`src/rtl/ball_pkg.sv`:
```
// Ball controller shared types and constants.
// Holds the FSM state enum, move bit indices and pending-step codes.
package ball_pkg;
  localparam int COORD_W_DEF = 4;

  localparam int MV_XDEC = 0;
  localparam int MV_XINC = 1;
  localparam int MV_YDEC = 2;
  localparam int MV_YINC = 3;

  typedef enum logic [2:0] {
    ST_IDLE,
    ST_X_RD,
    ST_X_WAIT,
    ST_Y_RD,
    ST_Y_WAIT
  } state_t;

  typedef enum logic [1:0] {
    PEND_NONE = 2'b00,
    PEND_INC  = 2'b01,
    PEND_DEC  = 2'b10
  } pend_t;
endpackage

```
`src/rtl/axis_pending.sv`:
```
// One axis pending-step register (none, +1, -1).
// Ports: i_inc/i_dec step pulses, i_consume, i_clear; o_pend code.
module axis_pending
  import ball_pkg::*;
(
  input  logic       clk,
  input  logic       reset,
  input  logic       i_inc,
  input  logic       i_dec,
  input  logic       i_consume,
  input  logic       i_clear,
  output logic [1:0] o_pend
);
  pend_t r_pend;
  pend_t w_base;
  logic  w_set_inc;
  logic  w_set_dec;

  // A pulse landing on the consume edge applies to an empty register.
  always_comb begin
    w_base    = i_consume ? PEND_NONE : r_pend;
    w_set_inc = i_inc & ~i_dec;
    w_set_dec = i_dec & ~i_inc;
  end

  always_ff @(posedge clk or posedge reset) begin
    if (reset)
      r_pend <= PEND_NONE;
    else if (i_clear)
      r_pend <= PEND_NONE;
    else if (w_set_inc)
      r_pend <= (w_base == PEND_DEC) ? PEND_NONE : PEND_INC;
    else if (w_set_dec)
      r_pend <= (w_base == PEND_INC) ? PEND_NONE : PEND_DEC;
    else
      r_pend <= w_base;
  end

  assign o_pend = r_pend;
endmodule

```
`src/rtl/ball_move_ctl.sv`:
```
// Labyrinth ball controller: latches tilt steps, checks map ROM, moves.
// Ports: move_pulses in, map_rd/map_addr/map_value ROM, ball_x/y, flags.
module ball_move_ctl
  import ball_pkg::*;
#(
  parameter int COORD_W     = COORD_W_DEF,
  parameter int START_X     = 1,
  parameter int START_Y     = 1,
  parameter int GOAL_X      = 14,
  parameter int GOAL_Y      = 14,
  parameter int MAP_LATENCY = 1
) (
  input  logic                 clk,
  input  logic                 reset,
  input  logic                 enable,
  input  logic                 restart,
  input  logic [3:0]           move_pulses,
  input  logic                 map_value,
  output logic [2*COORD_W-1:0] map_addr,
  output logic                 map_rd,
  output logic [COORD_W-1:0]   ball_x,
  output logic [COORD_W-1:0]   ball_y,
  output logic                 busy,
  output logic                 bump,
  output logic                 goal_reached
);
  localparam int CW = COORD_W + 1;
  localparam logic [1:0] LAT_LAST = 2'(MAP_LATENCY - 1);
  localparam logic [COORD_W-1:0] SX = COORD_W'(START_X);
  localparam logic [COORD_W-1:0] SY = COORD_W'(START_Y);
  localparam logic [COORD_W-1:0] GX = COORD_W'(GOAL_X);
  localparam logic [COORD_W-1:0] GY = COORD_W'(GOAL_Y);

  state_t               r_state;
  logic [1:0]           r_cnt;
  logic [COORD_W-1:0]   r_x;
  logic [COORD_W-1:0]   r_y;
  logic [COORD_W-1:0]   r_cand;
  logic                 r_blk;
  logic                 r_rd;
  logic                 r_bump;
  logic                 r_goal;
  logic [2*COORD_W-1:0] r_addr;

  logic [1:0]           w_xp;
  logic [1:0]           w_yp;
  logic                 w_run;
  logic                 w_wait;
  logic                 w_last;
  logic                 w_commit;
  logic                 w_wall;
  logic                 w_goal_hit;
  logic                 w_x_go;
  logic                 w_y_go;
  logic [COORD_W-1:0]   w_bx;
  logic [COORD_W-1:0]   w_by;
  logic [CW-1:0]        w_xc;
  logic [CW-1:0]        w_yc;

  axis_pending u_x (
    .clk       (clk),
    .reset     (reset),
    .i_inc     (move_pulses[MV_XINC] & w_run),
    .i_dec     (move_pulses[MV_XDEC] & w_run),
    .i_consume (w_x_go),
    .i_clear   (~w_run),
    .o_pend    (w_xp)
  );

  axis_pending u_y (
    .clk       (clk),
    .reset     (reset),
    .i_inc     (move_pulses[MV_YINC] & w_run),
    .i_dec     (move_pulses[MV_YDEC] & w_run),
    .i_consume (w_y_go),
    .i_clear   (~w_run),
    .o_pend    (w_yp)
  );

  // w_bx/w_by are the coordinates after this edge, so a y lookup
  // launched on an x commit edge addresses the new column.
  always_comb begin
    w_run    = enable & ~r_goal & ~restart;
    w_wait   = (r_state == ST_X_WAIT) | (r_state == ST_Y_WAIT);
    w_last   = w_wait & (r_cnt == LAT_LAST);
    w_commit = w_last & ~map_value;
    w_wall   = w_last & map_value;
    w_bx     = r_x;
    w_by     = r_y;
    if (w_commit && r_state == ST_X_WAIT) w_bx = r_cand;
    if (w_commit && r_state == ST_Y_WAIT) w_by = r_cand;
    w_goal_hit = w_commit & (w_bx == GX) & (w_by == GY);

    // One extra bit: underflow and overflow both set the MSB.
    w_xc = {1'b0, w_bx};
    if (w_xp == PEND_INC) w_xc = w_xc + CW'(1);
    else if (w_xp == PEND_DEC) w_xc = w_xc - CW'(1);
    w_yc = {1'b0, w_by};
    if (w_yp == PEND_INC) w_yc = w_yc + CW'(1);
    else if (w_yp == PEND_DEC) w_yc = w_yc - CW'(1);

    w_x_go = 1'b0;
    w_y_go = 1'b0;
    unique case (r_state)
      ST_IDLE: begin
        w_x_go = w_run & (w_xp != PEND_NONE);
        w_y_go = w_run & (w_xp == PEND_NONE)
               & (w_yp != PEND_NONE);
      end
      ST_X_RD:
        w_y_go = r_blk & w_run & (w_yp != PEND_NONE);
      ST_X_WAIT:
        w_y_go = w_last & w_run & ~w_goal_hit
               & (w_yp != PEND_NONE);
      default: ;
    endcase
  end

  always_ff @(posedge clk or posedge reset) begin
    if (reset) begin
      r_state <= ST_IDLE;
      r_cnt   <= '0;
      r_x     <= SX;
      r_y     <= SY;
      r_cand  <= '0;
      r_blk   <= 1'b0;
      r_rd    <= 1'b0;
      r_bump  <= 1'b0;
      r_goal  <= 1'b0;
      r_addr  <= '0;
    end else if (restart) begin
      r_state <= ST_IDLE;
      r_cnt   <= '0;
      r_x     <= SX;
      r_y     <= SY;
      r_rd    <= 1'b0;
      r_bump  <= 1'b0;
      r_goal  <= 1'b0;
    end else begin
      r_x    <= w_bx;
      r_y    <= w_by;
      r_rd   <= 1'b0;
      r_bump <= w_wall;
      if (w_goal_hit) r_goal <= 1'b1;
      if (w_x_go) begin
        r_state <= ST_X_RD;
        r_cand  <= w_xc[COORD_W-1:0];
        r_blk   <= w_xc[COORD_W];
        r_rd    <= ~w_xc[COORD_W];
        if (w_xc[COORD_W]) r_bump <= 1'b1;
        else r_addr <= {w_by, w_xc[COORD_W-1:0]};
      end else if (w_y_go) begin
        r_state <= ST_Y_RD;
        r_cand  <= w_yc[COORD_W-1:0];
        r_blk   <= w_yc[COORD_W];
        r_rd    <= ~w_yc[COORD_W];
        if (w_yc[COORD_W]) r_bump <= 1'b1;
        else r_addr <= {w_yc[COORD_W-1:0], w_bx};
      end else begin
        r_cnt <= '0;
        unique case (r_state)
          ST_X_RD:
            r_state <= r_blk ? ST_IDLE : ST_X_WAIT;
          ST_Y_RD:
            r_state <= r_blk ? ST_IDLE : ST_Y_WAIT;
          ST_X_WAIT, ST_Y_WAIT: begin
            if (w_last) r_state <= ST_IDLE;
            else r_cnt <= r_cnt + 2'd1;
          end
          default:
            r_state <= ST_IDLE;
        endcase
      end
    end
  end

  assign map_addr     = r_addr;
  assign map_rd       = r_rd;
  assign ball_x       = r_x;
  assign ball_y       = r_y;
  assign busy         = (r_state != ST_IDLE);
  assign bump         = r_bump;
  assign goal_reached = r_goal;
endmodule

```
`config.mk`:
```
export PLATFORM = sky130hd
export DESIGN_NAME = ball_move_ctl
export DESIGN_NICKNAME = d
export VERILOG_FILES = /design/src/rtl/ball_pkg.sv /design/src/rtl/axis_pending.sv /design/src/rtl/ball_move_ctl.sv
export SDC_FILE = /design/constraint.sdc
export NUM_CORES = 1
export LEC_CHECK = 0
export BUFFER_PORTS_ARGS = -buffer_cell sky130_fd_sc_hd__buf_2
export CORE_MARGIN = 2
export CORE_UTILIZATION = 40
export CTS_CLUSTER_DIAMETER = 80
export DETAILED_ROUTE_END_ITERATION = 6
export PLACE_DENSITY = 0.61
export REMOVE_ABC_BUFFERS = 1
export SYNTH_ARGS = -nofsm -noshare
export SYNTH_HDL_FRONTEND = slang
export SYNTH_SLANG_ARGS = --single-unit
```
`constraint.sdc`:
```
create_clock -name clk -period 3.3 [get_ports clk]
set_input_delay 0.33 -clock clk [delete_from_list [all_inputs] [get_ports clk]]
set_output_delay 0.33 -clock clk [all_outputs]
set_load 0.03 [all_outputs]
```
==> out/metrics.yaml, run 1 <==
ctsLongestPathBuffers: 2
antenna_left: 0
wl_per_cell_um: 15.9
slew_viol_final: 0
tightestPinTransition_ns: 0.533
p_switching_uw: 329
top_usage_layer: "met2"
die_x_um: 78.6
synth_edf_count: 0
vias_per_cell: 5.45
nets: 294
multi_input_area_um2: 1270
ys.flop_type: "dfrtp_1"
max_cap_violations: 0
clock_skew_ns: 0.0159
worstSkewPairLatency_ns: 0.30
port_buffers: 28
die_area_um2: 6170
grt_remaining_overflow: 0
grt_max_degree: 34
synth-seq-area-share_pct: 37.2
grt_pass1_vias: 1888
ioPinCount: 29
clk_pin_slew_ns: 0.08
synth_area_um2: 2220
layout_commonest_cell: "dfrtp_1"
drive_above_1_share_pct: 26.2
root_buffer: "clkbuf_8"
combPwrFrac_pct: 23.2
setup_viol: 0
status: "finished clean"
initial_core_util_pct: 40.9
cts_buffers: 5
gr-usage-met3_pct: 3.45
min_period_ns: 3.07
finalHoldViolations: 0
wirelength_mm: 5.57
path_class: "reg2reg"
drc: 0
synthArstFlopShare_pct: 100
antenna_found_initial: 0
ys_ff_latch: 33
cp_max_fo: 6
leakage_uw: 0.00119
r2r-start: "r_cnt[0]$_DFFE_PP0P_"
cts_tree: "yes"
diodes: 0
h-tree-depth: 2
pre_cts_ws_ns: 0.102
max_slew_margin_pct: 64.4
n_fill_cell: 525
ys_warn_count: 0
cts.sinks: 33
dr.pass1.iters: 4
powerDensity_nw_per_um2: 392
gp_congestion: 0.874
grt_util_met2_pct: 33.0
pwr-share-clk_pct: 29.3
grt_use_total_pct: 20.2
seq_area_um2: 828
critPathLaunchType: "flip-flop"
clock.fmax_mhz: 326
final_cell_mix: "dfrtp_1 (31), buf_2 (28), nor2_1 (24)"
syn-instance-count: 240
synth_top_cell_by_area: "dfrtp_1"
required_ns: 3.47
cp.arrival_ns: 3.24
die_h_um: 78.6
final.setup.tns_ns: 0
yosys-top-cells-area: "dfrtp_1 (35%), mux2i_1 (5.8%), nor2_1 (4.0%)"
drt-initial-drc-count: 90
rsz0062_at_grt: "false"
p_seq_share_pct: 47.5
synth_top_area_share_pct: 34.9
finalCritPeriodShare_pct: 92.9
vias: 1914
grt_pass1_wl_mm: 9.65
avgSynthCellArea_um2: 9.27
grtUsageMet1_pct: 26.8
syn2layout_area_growth_pct: 16.4
fin_ws_ns: 0.234
worstSetupStartpoint: "r_cnt[0]$_DFFE_PP0P_"
crit_path_end_kind: "flip-flop"
synth_cell_types: 58
vdd_drop_max_uv: 193
min_path_type: "in2async"
dp_hpwl_mm: 4.15
coreArea_um2: 5440
placementRows: 27
p_int_uw: 685
sw_frac_of_total_pct: 32.5
registers in the layout, summed over array words and instances, names as in the netlist:
register	flops
ball_x	4
ball_y	4
bump	1
goal_reached	1
map_addr	8
map_rd	1
r_blk	1
r_cand	4
r_cnt	2
r_state	3
u_x.o_pend	2
u_y.o_pend	2
critical path: stages, from the launching register on:
cell and delay, ns:
dfrtp_1 0.37, inv_1 0.05, ha_1 0.20, buf_4 0.16, nand2b_1 0.09, o21ai_1 0.10, and2_1 0.21, inv_1 0.10
ha_1 0.15, nand2_1 0.05, or4_1 0.39, a221o_1 0.35, o21ai_4 0.24, nand2_1 0.18, mux2_2 0.31
final cells by class:
cell class,count,share of cell area [%]
clock buffers,6,2.80
clock inverters,2,0.386
inverters,12,1.74
multi-input cells,180,49.0
flip-flops and latches,33,32.0
well taps,72,3.48
repair buffers,46,10.6
what timing repair did:
item                                    CTS  global route
buffers inserted                          0             1
gates resized for setup                   0             5
endpoints found under the setup margin    0            18
hold buffers                              0             0
endpoints found under the hold margin     0             0
through the flow:
step / std cells / hold slack, ns / area, um^2 / util [%] / power, uW
global route: 351 / 0.187 / 2590 / 47.6 / 1070
global placement: 342 / 0.444 / 2490 / 45.8 / 723
finish: 351 / 0.112 / 2590 / 47.6 / 1010
detailed placement: 342 / 0.458 / 2490 / 45.8 / 726
floorplan: 225 / 0.393 / 2130 / - / 641
CTS: 350 / 0.146 / 2570 / 47.3 / 1030
cell usage after synthesis, types with 3 or more instances:
| cell type | instances |
|---|---|
| buf_2 | 4 |
| o211ai_1 | 3 |
| nand2b_1 | 9 |
| a31oi_1 | 3 |
| nor3b_1 | 4 |
| dfrtp_1 | 31 |
| nand3b_1 | 3 |
| nor2b_1 | 5 |
| xnor2_1 | 7 |
| a311oi_1 | 3 |
| o22a_2 | 3 |
| nand3_1 | 7 |
| o21ai_0 | 7 |
| nand2_1 | 17 |
| mux2i_1 | 13 |
| clkbuf_1 | 7 |
| buf_6 | 4 |
| nor2_1 | 24 |
| nor3_1 | 3 |
| a21o_1 | 4 |
| ha_1 | 7 |
| a21oi_1 | 15 |
| inv_1 | 12 |
metal layers:
layer	vias to the layer above	part of all wire [%]
met5	-	0
met4	0	1.5
met3	7	4.6
met2	44	47
met1	924	47
li1	939	-
power by group through the flow:
stage | logic, uW | registers [uW] | clock network, uW
6_report | 235 | 482 | 297
5_1_grt | 255 | 487 | 325
4_1_cts | 236 | 482 | 308
3_5_place_dp | 236 | 490 | 0
3_3_place_gp | 235 | 488 | 0
2_1_floorplan | 94.3 | 547 | 0
kinds of logic (layout without fill, tap and decap cells):
group | after synthesis | after routing | synth area share [%]
simple gates | 90 | 90 | 22.3
compound gates | 61 | 61 | 20.9
flops | 33 | 33 | 37.2
buf+inv | 27 | 66 | 6.13
mux | 14 | 14 | 6.36
xor+xnor | 8 | 8 | 3.15
fa+ha+maj | 7 | 7 | 3.94
path summary, 6_finish.rpt:
check,slack (ns),cells past startpoint,to
worst max-delay path,0.23,14,r_blk$_DFFE_PP0P_
worst min-delay path,0.11,3,ball_y[1]$_DFF_PP0_
max in group asynchronous,2.84,3,ball_x[0]$_DFF_PP1_
min in group clk,0.32,3,bump$_DFF_PP0_
worst min register to register,0.51,1,map_addr[1]$_DFFE_PP0P_
worst max register to register,0.23,14,r_blk$_DFFE_PP0P_
Note: power is estimated with default switching activity, not from simulation.
==> run 2, diff against run 1 <==
- CORE_UTILIZATION: 40 -> 52
- PLACE_DENSITY: 0.61 -> 0.75
==> run 2 against run 1 <==
  * Clock power up 35%
  * Clock skew shrank 0.0094 ns
  * Sequential cell count unchanged
  * Largest power group unchanged
==> out/metrics.yaml, run 2 (synthesized netlist as in run 1, its figures left out) <==
status: "finished clean"
placementRows: 23  # -15%
h-tree-depth: 2  # unchanged
max_cap_violations: 0  # unchanged
finalHoldViolations: 0  # unchanged
grt_max_degree: 34  # unchanged
port_buffers: 28  # unchanged
path_buf_inv: 4  # +1
grtUsageMet1_pct: 30.4  # +3.7 points
die_area_um2: 4820  # -22%
gr-usage-met3_pct: 4.94  # +1.5 points
dr.pass1.iters: 4  # unchanged
coreArea_um2: 4060  # -25%
antenna_found_initial: 0  # unchanged
final_cell_area_um2: 2630  # +1.4%
critPathLaunchType: "flip-flop"
grt_remaining_overflow: 0  # unchanged
clk_pin_slew_ns: 0.07  # about the same
final.setup.tns_ns: 0  # unchanged
ctsLongestPathBuffers: 2  # unchanged
drive_above_1_share_pct: 27.4  # +1.2 points
die_h_um: 69.4  # -12%
tightestPinTransition_ns: 0.509  # -0.0249 ns
syn2layout_area_growth_pct: 18.1
diodes: 0  # unchanged
cpPeakStageDelay_ns: 0.40  # about the same
stdcell_count: 331  # -5.7%
largest_reg_flops: 8  # unchanged
top_usage_layer: "met2"
cp.arrival_ns: 3.33  # +0.09 ns
wirelength_mm: 5.52  # -0.95%
drt-initial-drc-count: 131  # +46%
cts.sinks: 33  # unchanged
required_ns: 3.48  # about the same
gp_congestion: 0.942  # +7.9%
grt_use_total_pct: 24.5  # +4.3 points
n_fill_cell: 347  # -34%
cts_tree: "yes"
place_area_um2: 2460  # -1.1%
max_slew_margin_pct: 66.0  # +1.7 points
r2r-start: "r_cnt[0]$_DFFE_PP0P_"
finalCritPeriodShare_pct: 95.6  # +2.7 points
critical-path-top-delay-family: "simple AND/OR/NAND/NOR gates"
grt_pass1_vias: 1982  # +5.0%
die_x_um: 69.4  # -12%
layout_commonest_cell: "dfrtp_1"
slew_viol_final: 0  # unchanged
r2r_setup_slack_ns: 0.14  # -0.09 ns
vias: 1999  # +4.4%
antenna_left: 0  # unchanged
crit_path_end_kind: "flip-flop"
dp_hpwl_mm: 4.13  # -0.67%
min_path_type: "in2async"
powerDensity_nw_per_um2: 428  # +9.2%
clock.fmax_mhz: 317  # -2.8%
cp_max_fo: 8  # +2
r2r-end: "map_addr[5]$_DFFE_PP0P_"
cts_buffers: 5  # unchanged
dp.cells: 320  # -6.4%
grt_pass1_wl_mm: 9.33  # -3.3%
root_buffer: "clkbuf_8"
initial_core_util_pct: 54.8  # +14 points
worstSkewPairLatency_ns: 0.30  # about the same
min_period_ns: 3.16  # +0.0897 ns
path_class: "reg2reg"
setup_viol: 0  # unchanged
final_util_pct: 64.7  # +17 points
leakage_uw: 0.00122  # +2.1%
ioPinCount: 29  # unchanged
vdd_drop_max_uv: 263  # +36%
wl_per_cell_um: 16.7  # +5.0%
worst-path-stages: 15  # +1
clock_skew_ns: 0.00645  # -0.00945 ns
nets: 296  # +0.68%
final_cell_mix: "dfrtp_1 (31), buf_2 (28), nor2_1 (24)"
drc: 0  # unchanged
grt_util_met2_pct: 41.8  # +8.8 points
r2r_cells: 15  # +1
vias_per_cell: 6.04  # +11%
path_cells: "inv_1 > ha_1 > nor2b_2 > buf_4 > nand3_1 > and2_1 > inv_1 > ha_1 > nand2_1 > or4_1 > a221o_1 > o21ai_4 > buf_12 > a21oi_4 > o221a_2"
slowest_stage: "dfrtp_1"
totalPowerFinal_uw: 1120  # +11%
holdBufCountCts: 0  # unchanged
rsz0062_at_grt: "false"
[run 2: stage by stage]
stage                     setup slack [ns]  hold slack [ns]
final                                0.145            0.106
after global routing               0.00330            0.169
after CTS                           0.0502            0.129
after detailed placement           -0.0160            0.445
after global placement              0.0957            0.442
after floorplan                     0.0328            0.393
[run 2: worst reg2reg max path: cells and delay by family, from the launching register on]
family / cells / cell delay (ns)
simple gates: 5 / 0.97
fa+ha+maj: 2 / 0.32
flops: 1 / 0.40
compound gates: 4 / 0.91
buf+inv: 4 / 0.43
[run 2: metal layers]
layer  vias up  wire (um)
li1        948          -
met4         0        109
met1       995       2440
met5         -          0
met3         8        234
met2        48       2730
[run 2: worst max-delay path by stage]
stage | start | to
finish | r_cnt[0]$_DFFE_PP0P_ | map_addr[5]$_DFFE_PP0P_
global route | r_cnt[0]$_DFFE_PP0P_ | map_addr[5]$_DFFE_PP0P_
CTS | r_cnt[0]$_DFFE_PP0P_ | map_addr[2]$_DFFE_PP0P_
detailed placement | r_cnt[0]$_DFFE_PP0P_ | r_blk$_DFFE_PP0P_
global placement | r_cnt[0]$_DFFE_PP0P_ | r_blk$_DFFE_PP0P_
floorplan | r_cnt[0]$_DFFE_PP0P_ | r_blk$_DFFE_PP0P_
[run 2: final cells by class]
| cell class | count | area, um^2 | share of cell area (%) |
|---|---|---|---|
| Clock buffer | 7 | 86.3 | 3.29 |
| Clock inverter | 1 | 30.0 | 1.14 |
| Tap cell | 50 | 62.6 | 2.38 |
| Multi-Input combinational cell | 180 | 1270 | 48.4 |
| Inverter | 12 | 45.0 | 1.72 |
| Sequential cell | 33 | 828 | 31.5 |
| Timing Repair Buffer | 48 | 303 | 11.5 |
[run 2: timing repair]
| action | CTS | global route |
|---|---|---|
| setup buffers | 2 | 1 |
| setup endpoints to repair | 1 | 14 |
| resized for setup | 0 | 5 |
| pin swaps | 1 | 1 |
| hold endpoints to repair | 0 | 0 |
[run 2: where the power goes]
part	switching (uW)	leakage (uW)	internal (uW)
Clock	155	0.0000585	246
Combinational	147	0.000726	93.1
Sequential	34.6	0.000431	448
Total	336	0.00122	787
==> run 3, diff against run 2 <==
- ABC_AREA: unset -> 1
- CORE_UTILIZATION: 52 -> 51
- PLACE_DENSITY: 0.75 -> 0.74
==> run 3 against run 2 <==
  * Power shrank 22%
  * Register-to-register slack gained 0.21 ns
  * Combinational power shrank 48%
  * Via count shrank 3.8%
  * Critical path depth grew 2
  * Area after synthesis shrank 9.1%
  * Largest cell class unchanged
==> out/metrics.yaml, run 3 <==
status: "finished clean"
dr.pass1.iters: 5  # +1
coreArea_um2: 3740  # -7.7%
clock.fmax_mhz: 339  # +7.1%
max_slew_margin_pct: 64.8  # -1.2 points
grt_remaining_overflow: 0  # unchanged
ctsLongestPathBuffers: 2  # unchanged
powerDensity_nw_per_um2: 380  # -11%
r2r-start: "r_state[0]$_DFFE_PP0P_"
grt_use_total_pct: 24.4  # -0.13 points
synth_edf_count: 0  # unchanged
antenna_left: 0  # unchanged
clock_skew_ns: 0.0102  # +0.00371 ns
cts.sinks: 33  # unchanged
syn2layout_area_growth_pct: 14.2
worstSkewPairLatency_ns: 0.30  # about the same
avgSynthCellArea_um2: 7.22  # -22%
r2r-end: "map_addr[5]$_DFFE_PP0P_"
yosys-top-cells-area: "dfrtp_1 (38%), nand2_1 (15%), nand3_1 (7.4%)"
pwr-share-clk_pct: 33.9  # -1.8 points
vias_per_cell: 5.29  # -12%
syn-instance-count: 280  # +17%
grt_pass1_wl_mm: 8.06  # -14%
ys_ff_latch: 33  # unchanged
clk_pin_slew_ns: 0.07  # about the same
ioPinCount: 29  # unchanged
synth_cell_types: 28  # -52%
critPathLaunchType: "flip-flop"
nets: 331  # +12%
max_cap_violations: 0  # unchanged
r2r_cells: 17  # +2
path_cells: "nor2_2 > nand2_1 > nand2_2 > nand4_4 > o21ai_1 > inv_2 > ha_1 > nand2_1 > nor3_1 > nand4_1 > nand2_1 > nand2_1 > nand2_4 > nand2_2 > nand2_4 > nand2_1 > nand2_1"
cp_max_fo: 20  # +12
path_buf_inv: 1  # -3
ys_warn_count: 0  # unchanged
die_x_um: 67.0  # -3.5%
synth_common_cells: "nand2_1 (83), inv_1 (38), dfrtp_1 (31)"
synth-seq-area-share_pct: 41.0  # +3.7 points
post_cts_buffers: 0  # -2
cpPeakStageDelay_ns: 0.46  # +0.06 ns
path_class: "reg2reg"
cts_buffers: 5  # unchanged
sw_frac_of_total_pct: 29.5  # -0.49 points
final_cell_mix: "nand2_1 (83), inv_1 (38), dfrtp_1 (31)"
synth_top_cell_by_area: "dfrtp_1"
synth_area_um2: 2020  # -9.1%
vdd_drop_max_uv: 237  # -9.9%
wirelength_mm: 4.74  # -14%
cts_tree: "yes"
required_ns: 3.48  # about the same
vias: 1924  # -3.8%
final_util_pct: 61.7  # -3.1 points
synth.most_common_cell: "nand2_1"
diodes: 0  # unchanged
h-tree-depth: 2  # unchanged
die_h_um: 67.0  # -3.5%
layout_commonest_cell: "nand2_1"
drive_above_1_share_pct: 17.4  # -10 points
cp.arrival_ns: 3.12  # -0.21 ns
p_int_uw: 619  # -21%
root_buffer: "clkbuf_8"
final.setup.tns_ns: 0  # unchanged
port_buffers: 28  # unchanged
slew_viol_final: 0  # unchanged
min_path_type: "in2async"
wl_per_cell_um: 13.0  # -22%
largest_reg_flops: 8  # unchanged
r2r_setup_slack_ns: 0.35  # +0.21 ns
drc: 0  # unchanged
placementRows: 22  # -4.3%
gp_congestion: 0.936  # -0.73%
drt-initial-drc-count: 151  # +15%
crit_top_cell: "nand2_1"
slowest_stage: "dfrtp_1"
die_area_um2: 4480  # -6.9%
crit_path_end_kind: "flip-flop"
critical-path-top-delay-family: "simple AND/OR/NAND/NOR gates"
finalHoldViolations: 0  # unchanged
holdBufCountCts: 0  # unchanged
min_period_ns: 2.95  # -0.208 ns
grt_max_degree: 34  # unchanged
antenna_found_initial: 0  # unchanged
ys.flop_type: "dfrtp_1"
grt_pass1_vias: 1762  # -11%
initial_core_util_pct: 54.0  # -0.82 points
dp_hpwl_mm: 3.53  # -15%
rsz0062_at_grt: "false"
p_switching_uw: 258  # -23%
cts_resized: 0  # unchanged
synth_top_area_share_pct: 38.4  # +3.5 points
leakage_uw: 0.00130  # +6.8%
combPwrFrac_pct: 14.4  # -7.0 points
tightestPinTransition_ns: 0.527  # +0.0180 ns
setup_viol: 0  # unchanged
p_seq_share_pct: 51.7  # +8.7 points
synthArstFlopShare_pct: 100  # unchanged
finalCritPeriodShare_pct: 89.3  # -6.3 points
-- run 3: changes by cell type after synthesis, moves of 9 or more --
cell and change:
a21oi_1 -9, inv_1 +26, mux2i_1 -13, nand2_1 +66
nand2b_1 -9, nand3_1 +23, o21ai_1 +9
-- run 3: logic make-up (layout without fill, tap and decap cells) --
family / Yosys count / count (layout) / share of synthesized area [%]
adder cells (fa/ha/maj): 7 / 7 / 4.33
flip-flops: 33 / 33 / 41.0
AND/OR/NAND/NOR: 154 / 154 / 34.3
AO/OA/AOI/OAI: 40 / 40 / 11.4
buffers and inverters: 46 / 82 / 8.97
-- run 3: final cells by class --
type                       count  area (um^2)
multi-input combinational    201         1010
tap                           48         60.1
clock buffer                   8         80.1
sequential                    33          828
inverter                      42          158
timing repair buffer          32          170
fill                         362         1440
-- run 3: how the worst max path moves through the flow --
stage | startpoint | endpoint | slack (ns) | depth (start not counted)
2_1_floorplan | r_state[0]$_DFFE_PP0P_ | map_addr[7]$_DFFE_PP0P_ | 0.71 | 16
3_3_place_gp | r_state[0]$_DFFE_PP0P_ | bump$_DFF_PP0_ | 0.56 | 16
3_5_place_dp | r_state[0]$_DFFE_PP0P_ | map_addr[5]$_DFFE_PP0P_ | 0.43 | 17
4_1_cts | r_state[0]$_DFFE_PP0P_ | map_addr[5]$_DFFE_PP0P_ | 0.40 | 17
5_1_grt | r_state[0]$_DFFE_PP0P_ | map_addr[2]$_DFFE_PP0P_ | 0.05 | 17
6_report | r_state[0]$_DFFE_PP0P_ | map_addr[5]$_DFFE_PP0P_ | 0.35 | 17
-- run 3: per-layer routing --
metal / GRT usage, % / share of wire, % / vias to the layer above
li1: - / - / 981
met1: 31.3 / 48 / 875
met2: 38.3 / 45 / 58
met3: 7.26 / 5.5 / 10
met4: 9.69 / 1.8 / 0
met5: 0 / 0 / -
-- run 3: per-stage QoR --
stage	hold WS (ns)	std cells	setup WS, ns	cell area [um^2]	total power, uW
floorplan	0.393	276	0.707	2000	543
global placement	0.436	356	0.558	2230	584
detailed placement	0.442	356	0.427	2230	587
CTS	0.123	364	0.401	2310	884
global route	0.171	364	0.0548	2310	918
finish	0.115	364	0.353	2310	877
-- run 3: worst min-delay path: stages --
cell	delay (ns)
buf_2	0.09
inv_1	0.04
buf_4	0.38
-- run 3: power groups by stage --
stage | Clock, uW | Sequential (uW) | Combinational, uW
finish | 298 | 454 | 126
global route | 319 | 457 | 142
CTS | 304 | 453 | 127
detailed placement | 0 | 461 | 126
global placement | 0 | 460 | 124
floorplan | 0 | 482 | 60.5
